--- src/rtl/pc_fetch_unit.sv ---
// pc_fetch_unit: registered fetch program counter with next-PC generation.
//
// The PC advances by INC on every non-stalled cycle, holds while the I-cache
// stalls, and takes a redirect either at once (no stall) or from a one-entry
// pending buffer once the stall clears. A saturating counter records stalled
// cycles since reset.
//
// Optional feature macro: PC_ALIGN_CHECK_EN
//   When defined, adds misalign_o. Redirect targets that are not a multiple of
//   INC are rejected and flagged with a one-cycle pulse on misalign_o.
//
// Ports:
//   clk                 clock, all state updates on rising edge
//   rst_n               asynchronous active-low reset
//   stall_i             fetch stall; PC holds
//   redirect_i          one-cycle redirect pulse
//   redirect_target_i   redirect target address
//   pc_o                current fetch PC (registered)
//   pc_plus_o           pc_o + INC, modulo 2^XLEN
//   fetch_valid_o       pc_o is a valid fetch request
//   redirect_pending_o  a redirect is buffered behind a stall
//   misalign_o          (PC_ALIGN_CHECK_EN only) rejected-redirect pulse
//   stall_cnt_o         saturating stalled-cycle count

module pc_fetch_unit #(
  parameter int unsigned            XLEN         = 32,
  parameter int unsigned            INC          = 4,
  parameter logic [XLEN-1:0]        RESET_VECTOR = '0,
  parameter int unsigned            STALL_CNT_W  = 16
) (
  input  logic                   clk,
  input  logic                   rst_n,
  input  logic                   stall_i,
  input  logic                   redirect_i,
  input  logic [XLEN-1:0]        redirect_target_i,
  output logic [XLEN-1:0]        pc_o,
  output logic [XLEN-1:0]        pc_plus_o,
  output logic                   fetch_valid_o,
  output logic                   redirect_pending_o,
`ifdef PC_ALIGN_CHECK_EN
  output logic                   misalign_o,
`endif
  output logic [STALL_CNT_W-1:0] stall_cnt_o
);

  typedef enum logic [1:0] {StBoot, StRun, StStall} state_e;

  state_e                 r_state, w_state_d;
  logic [XLEN-1:0]        r_pc, w_pc_d;
  logic                   r_pend_vld, w_pend_vld_d;
  logic [XLEN-1:0]        r_pend_tgt, w_pend_tgt_d;
  logic [STALL_CNT_W-1:0] r_stall_cnt, w_stall_cnt_d;
  logic                   w_redir_ok;
  logic                   w_pc_plus_unused;

`ifdef PC_ALIGN_CHECK_EN
  logic r_misalign, w_misalign_d;
  logic w_aligned;

  assign w_aligned  = ((redirect_target_i % XLEN'(INC)) == '0);
  assign w_redir_ok = redirect_i & w_aligned;
`else
  assign w_redir_ok = redirect_i;
`endif

  assign w_pc_plus_unused = 1'b0;

  always_comb begin
    w_state_d     = r_state;
    w_pc_d        = r_pc;
    w_pend_vld_d  = r_pend_vld;
    w_pend_tgt_d  = r_pend_tgt;
    w_stall_cnt_d = r_stall_cnt;
`ifdef PC_ALIGN_CHECK_EN
    w_misalign_d  = 1'b0;
`endif
    unique case (r_state)
      // Boot cycle: PC already holds RESET_VECTOR, inputs are ignored.
      StBoot: w_state_d = StRun;
      StRun, StStall: begin
`ifdef PC_ALIGN_CHECK_EN
        w_misalign_d = redirect_i & ~w_aligned;
`endif
        if (stall_i) begin
          w_state_d = StStall;
          if (r_stall_cnt != '1) w_stall_cnt_d = r_stall_cnt + 1'b1;
          // Latest redirect during a stall overwrites any earlier one.
          if (w_redir_ok) begin
            w_pend_vld_d = 1'b1;
            w_pend_tgt_d = redirect_target_i;
          end
        end else begin
          w_state_d = StRun;
          if (w_redir_ok) begin
            w_pc_d       = redirect_target_i;
            w_pend_vld_d = 1'b0;
          end else if (r_pend_vld) begin
            w_pc_d       = r_pend_tgt;
            w_pend_vld_d = 1'b0;
          end else begin
            w_pc_d = r_pc + XLEN'(INC);
          end
        end
      end
      default: w_state_d = StBoot;
    endcase
  end

  always_ff @(posedge clk or negedge rst_n) begin
    if (!rst_n) begin
      r_state     <= StBoot;
      r_pc        <= RESET_VECTOR;
      r_pend_vld  <= 1'b0;
      r_pend_tgt  <= '0;
      r_stall_cnt <= '0;
`ifdef PC_ALIGN_CHECK_EN
      r_misalign  <= 1'b0;
`endif
    end else begin
      r_state     <= w_state_d;
      r_pc        <= w_pc_d;
      r_pend_vld  <= w_pend_vld_d;
      r_pend_tgt  <= w_pend_tgt_d;
      r_stall_cnt <= w_stall_cnt_d;
`ifdef PC_ALIGN_CHECK_EN
      r_misalign  <= w_misalign_d;
`endif
    end
  end

  assign pc_o               = r_pc;
  assign pc_plus_o          = r_pc + XLEN'(INC) + XLEN'(w_pc_plus_unused);
  assign fetch_valid_o      = (r_state != StBoot);
  assign redirect_pending_o = r_pend_vld;
  assign stall_cnt_o        = r_stall_cnt;
`ifdef PC_ALIGN_CHECK_EN
  assign misalign_o         = r_misalign;
`endif

endmodule

--- config.mk ---
export PLATFORM = sky130hd
export DESIGN_NAME = pc_fetch_unit
export DESIGN_NICKNAME = d
export VERILOG_FILES = /design/src/rtl/pc_fetch_unit.sv
export SDC_FILE = /design/constraint.sdc
export NUM_CORES = 1
export LEC_CHECK = 0
export ABC_AREA = 0
export CORE_MARGIN = 10
export CORE_UTILIZATION = 53
export CTS_CLUSTER_DIAMETER = 120
export DETAILED_ROUTE_END_ITERATION = 10
export HOLD_SLACK_MARGIN = 0.03
export PLACE_DENSITY = 0.95
export SETUP_SLACK_MARGIN = 0.05
export SYNTH_ARGS = -nofsm -noshare
export SYNTH_HDL_FRONTEND = slang
export SYNTH_SLANG_ARGS = --single-unit
--- constraint.sdc ---
create_clock -name clk -period 3.16 [get_ports clk]
set_clock_uncertainty 0.1 [all_clocks]
set_input_delay 0.632 -clock clk [delete_from_list [all_inputs] [get_ports clk]]
set_output_delay 0.632 -clock clk [all_outputs]
set_load 0.01 [all_outputs]
# Word-level counts from Yosys, hierarchy flattened
# Cells that the tools add are included.
# totals
mem_bits_rw	0
latchBits	0
out_inout_bits	82
memories	0
rom_bits	0
in_bits	36
ff_bits	83
# op_classes
n_mux	6
n_div	0
add_sub_neg	2
reduce_logical	7
n_bitwise	1
n_eq_ne	4
shifts	0
mul	0
n_lt_le_gt_ge	0
# op_table
operator	n
32-bit two-way mux	2
32-bit by 3-bit adder with 32-bit output (second input constant)	1
16-bit by 1-bit adder with 16-bit output (second input constant)	1
16-bit != test (second input constant)	1
3-bit AND reduction	2
2-bit one-hot mux with 2 select lines	1
2-bit AND reduction	2
2-bit by 1-bit equality test with 1-bit output (second input constant)	1
2-bit equality test (second input constant)	1
2-bit zero test	1
1-bit two-way mux	2
2-bit two-way mux	1
2-bit by 1-bit != test with 1-bit output (second input constant)	1
2-bit nonzero test	1
2-bit OR reduction	1
1-bit NOT	1

# Depth between registers and ports, before layout
# depth
depth_word	3
mapped_depth	8
depth_no_buf	7

# Least setup slack after synthesis
# Ideal clock, no wire load.
# synth_timing
path_type	reg-to-output
from	register r_pc[21] (netlist: pc_o[21])
to	output pc_plus_o[29]
path_buffers	2
slack_ns	0.702
arrival_ns	1.726
required_time_ns	2.428
path_stages_with_launch	8
path_cell_list	dfrtp_1 clkbuf_1 and3_1 and4_1 and4_1 buf_2 nand3_1 xnor2_1
# synth_between
elab_chain_cells	1
# synth_lines
item	line	text
start, declared	49	logic [XLEN-1:0] r_pc, w_pc_d;
start signal, assigned	121	r_pc <= w_pc_d;
32-bit by 3-bit adder with 32-bit output	132	assign pc_plus_o = r_pc + XLEN'(INC) + XLEN'(w_pc_plus_unused);
end, declared	37	output logic [XLEN-1:0] pc_plus_o,
# No other way between the ends.

# Worst setup path after layout
# layout_timing
from	register r_pc[2] (netlist: pc_o[2])
to	output pc_plus_o[25]
# Same word-level chain as after synthesis.

==> summary.txt <==
Outcome
  – Status: complete, no violations

Layout
  – N_diodes: 0
  – Fin area: 6280 sq um
  – Share of cells above drive strength 1: 0.185
  – Synthesis-to-layout area growth: 36.6%
  – Fill count: 566
  – Register area: 2080 sq um
  – Final #Nets: 639
  – Area occupied by multi-input gates: about 2400 sq um

STA
  – Final hold vios: 0
  – Crit path time final: 3010 ps
  – Final slew viol count: 0
  – RSZ-0062 raised after global routing: yes
  – Setup violations, final: 0
  – Final Cycle Share: 0.953
  – Max-slew headroom: 0.285
  – Peak Freq: 332 MHz
  – Actual slew at the worst max-slew pin: 1070 ps
  – Setup_tns: 0 ps

Clock tree
  – Htree depth: 3
  – # clock sinks: just over 80
  – CTS Hold Buffers Added: 0
  – Clk slew on worst S/H paths: 90 ps
  – CTS root buf: clkbuf_8
  – Clk Latency, worst-skew pair: about 350 ps
  – Num CTS Buffers: 9
  – Maximum buffer depth of the clock tree: 2
  – CTS tree: done

Global route
  – First-pass GRT wire length: 23600 um
  – Largest net degree at the start of global routing: 84
  – Vias in the first global route: 4454
  – Initial antenna violation count: 0
  – GRT Total Usage: 0.224
  – GR Overflow Total: 0

Pwr
  – Net load switching power: 2.41 mW
  – Clock power share: 0.128
  – LEAKAGE: 2.70 nW
  – PD cells: 953 nW/um^2
  – Sequential power share: 0.340
  – Switching share of power: 0.403
  – VDD IR max: around 0.00054 V
  – Int Power: 3.57 mW
  – Comb pwr share: 0.532

Die
  – Initial core utilization: 0.551
  – Die Span Y: 113 um
  – # IOs: 118
  – Die area: about 13000 sq um
  – Die span in x: 113 um
  – Cell Rows: 33
  – Core area: 8340 sq um

Logic synthesis
  – Syn_area_per_cell: 9.84 sq um
  – Async SR Flop Fraction: 1.00
  – Ranking of synthesized cells by area: dfrtp_1 45%, mux2_2 8.1%, xnor2_1 4.6%, xor2_1 3.0%, nand3_1 2.8%
  – Syn_nets: 507
  – Yosys warnings: 0
  – Synthesized instance count: around 470
  – Ys flop type: dfrtp_1
  – Most common cell in the synthesized netlist: dfrtp_1
  – Synth area leader: dfrtp_1
  – Area share of the largest cell type after synthesis: 0.452
  – Post-Syn Area: ~4600 sq um
  – Commonest cells post-synth: 83 x dfrtp_1, 34 x nand2_1, 33 x mux2_2, 33 x nor2_1, 26 x nand3_1
  – Synth Register Bits: 83
  – Unique cell type count in the Yosys netlist: 55
  – Register area share after synthesis: 0.452
  – Post-synth EDFFs: 0

Critical path
  – Endpoint class of the critical path: output pin
  – Crit path required time: around 2400 ps
  – Crit path kind: reg2out
  – Type of element launching the critical path: flip-flop
  – Critical-path maximum fanout: 6
  – WP data arrival: approximately 2300 ps

Place
  – Hpwl dp: 10500 um
  – Post-DP Area: around 6000 sq um
  – PortBufs: 117
  – RD Place Congestion: 0.922

Drt
  – Average routed wire per standard cell: 20.7 um
  – WL final: 14700 um
  – DRC viols: 0
  – DRT antenna net count: 0
  – Pre-antenna DRT Iters: 7
  – Vias/cell: 6.26
  – Routed vias: 4435
  – Initial DRC Count: 420

Run
  – Max-capacitance violation count: 0

Worst hold path
  – Min-Delay Path Class: in2async
## flip-flops by register name, indices dropped and copies added, names as in the netlist
name / flops
r_state: 2
stall_cnt_o: 16
redirect_pending_o: 1
r_pend_tgt: 32
pc_o: 32
## worst max-delay path: stages (launching register included)
cell and delay [ps]:
dfrtp_1 380, buf_4 150, and3_1 200, nand3_2 130, or4_4 590, xnor2_1 180
clkdlybuf4s15_1 290
## routing by layer
metal | share of wire | routed length [um] | vias up | global-route usage
li1 | - | - | 1986 | -
met1 | 0.39 | 5740 | 2139 | 0.266
met2 | 0.48 | 7070 | 269 | 0.373
met3 | 0.10 | 1530 | 41 | 0.0703
met4 | 0.025 | 368 | 0 | 0.0778
met5 | 0 | 0 | - | 0
## per-stage QoR
| step | utilization | hold WS [ps] | cells | total power, mW | setup slack, ps |
|---|---|---|---|---|---|
| detailed placement | 0.713 | 382 | 681 | 5.21 | 111 |
| floorplan | - | 236 | 467 | 3.61 | 702 |
| finish | 0.753 | 342 | 709 | 5.98 | 149 |
| global route | 0.753 | 431 | 709 | 6.37 | 2.77 |
| global placement | 0.713 | 368 | 681 | 5.05 | 156 |
| CTS | 0.750 | 402 | 709 | 5.97 | 62.9 |
## kinds of logic after synthesis
logic type,count (synthesis),synth area share
DFF,83,0.452
xor gates and xnor gates,40,0.0762
muxes,38,0.0918
buffers and inverters,45,0.0406
and+or+nand+nor,146,0.165
AOI/OAI and AO/OA,111,0.164
adders and majority gates,4,0.0109
## timing repair
action / in CTS / in global routing
gates resized for setup: 25 / 17
endpoints found under the setup margin: 18 / 9
setup buffers: 12 / 0
pin swaps: 5 / 1
## layout by cell type (no fill, tap or decap), types with 3 or more instances in the layout
master / synthesis / final
a21oi_1: 25 / 25
a221oi_1: 4 / 4
a222oi_1: 4 / 4
a22oi_1: 12 / 12
a31oi_1: 4 / 4
and2_1: 3 / 3
and3_1: 11 / 11
and4_1: 7 / 4
buf_4: 3 / 39
clkbuf_8: 0 / 10
clkdlybuf4s50_1: 0 / 96
clkinv_2: 0 / 3
dfrtp_1: 83 / 81
dlygate4sd2_1: 0 / 12
dlymetal6s2s_1: 0 / 5
ha_1: 4 / 3
inv_1: 11 / 11
mux2_2: 33 / 33
mux2i_1: 5 / 5
nand2_1: 34 / 34
nand3_1: 26 / 24
nand3_2: 1 / 3
nand4_1: 8 / 8
nor2_1: 33 / 32
nor2b_1: 5 / 4
nor3_1: 7 / 4
o21ai_0: 23 / 23
o22ai_1: 6 / 6
o2bb2ai_1: 5 / 5
o311ai_0: 5 / 5
xnor2_1: 24 / 24
xor2_1: 16 / 16
## power by group through the flow
| stage | clock network, mW | registers (mW) | logic (mW) |
|---|---|---|---|
| global route | 0.822 | 2.09 | 3.46 |
| CTS | 0.775 | 2.00 | 3.19 |
| global placement | 0 | 1.98 | 3.08 |
| finish | 0.765 | 2.03 | 3.19 |
| floorplan | 0 | 2.03 | 1.58 |
| detailed placement | 0 | 2.03 | 3.18 |
## path summary, 6_finish.rpt
path	slack, ps	cells past startpoint	to	start
max	150	6	pc_plus_o[25]	pc_o[2]
min	340	1	r_pend_tgt[6]	rst_n
max reg2reg	930	5	pc_o[29]	redirect_pending_o
min reg2reg	410	2	r_pend_tgt[2]	r_pend_tgt[2]
max in group asynchronous	1820	1	pc_o[12]	rst_n
min in group clk	410	2	r_pend_tgt[2]	r_pend_tgt[2]
## cell type report
type / count / share of cell area
timing repair buffer: 155 / 0.230
sequential: 83 / 0.331
inverter: 11 / 0.00658
clock buffer: 11 / 0.0225
multi-input combinational: 339 / 0.381
clock inverter: 5 / 0.00837
tap: 105 / 0.0209
No activity file was read; power rests on OpenSTA's default activity.
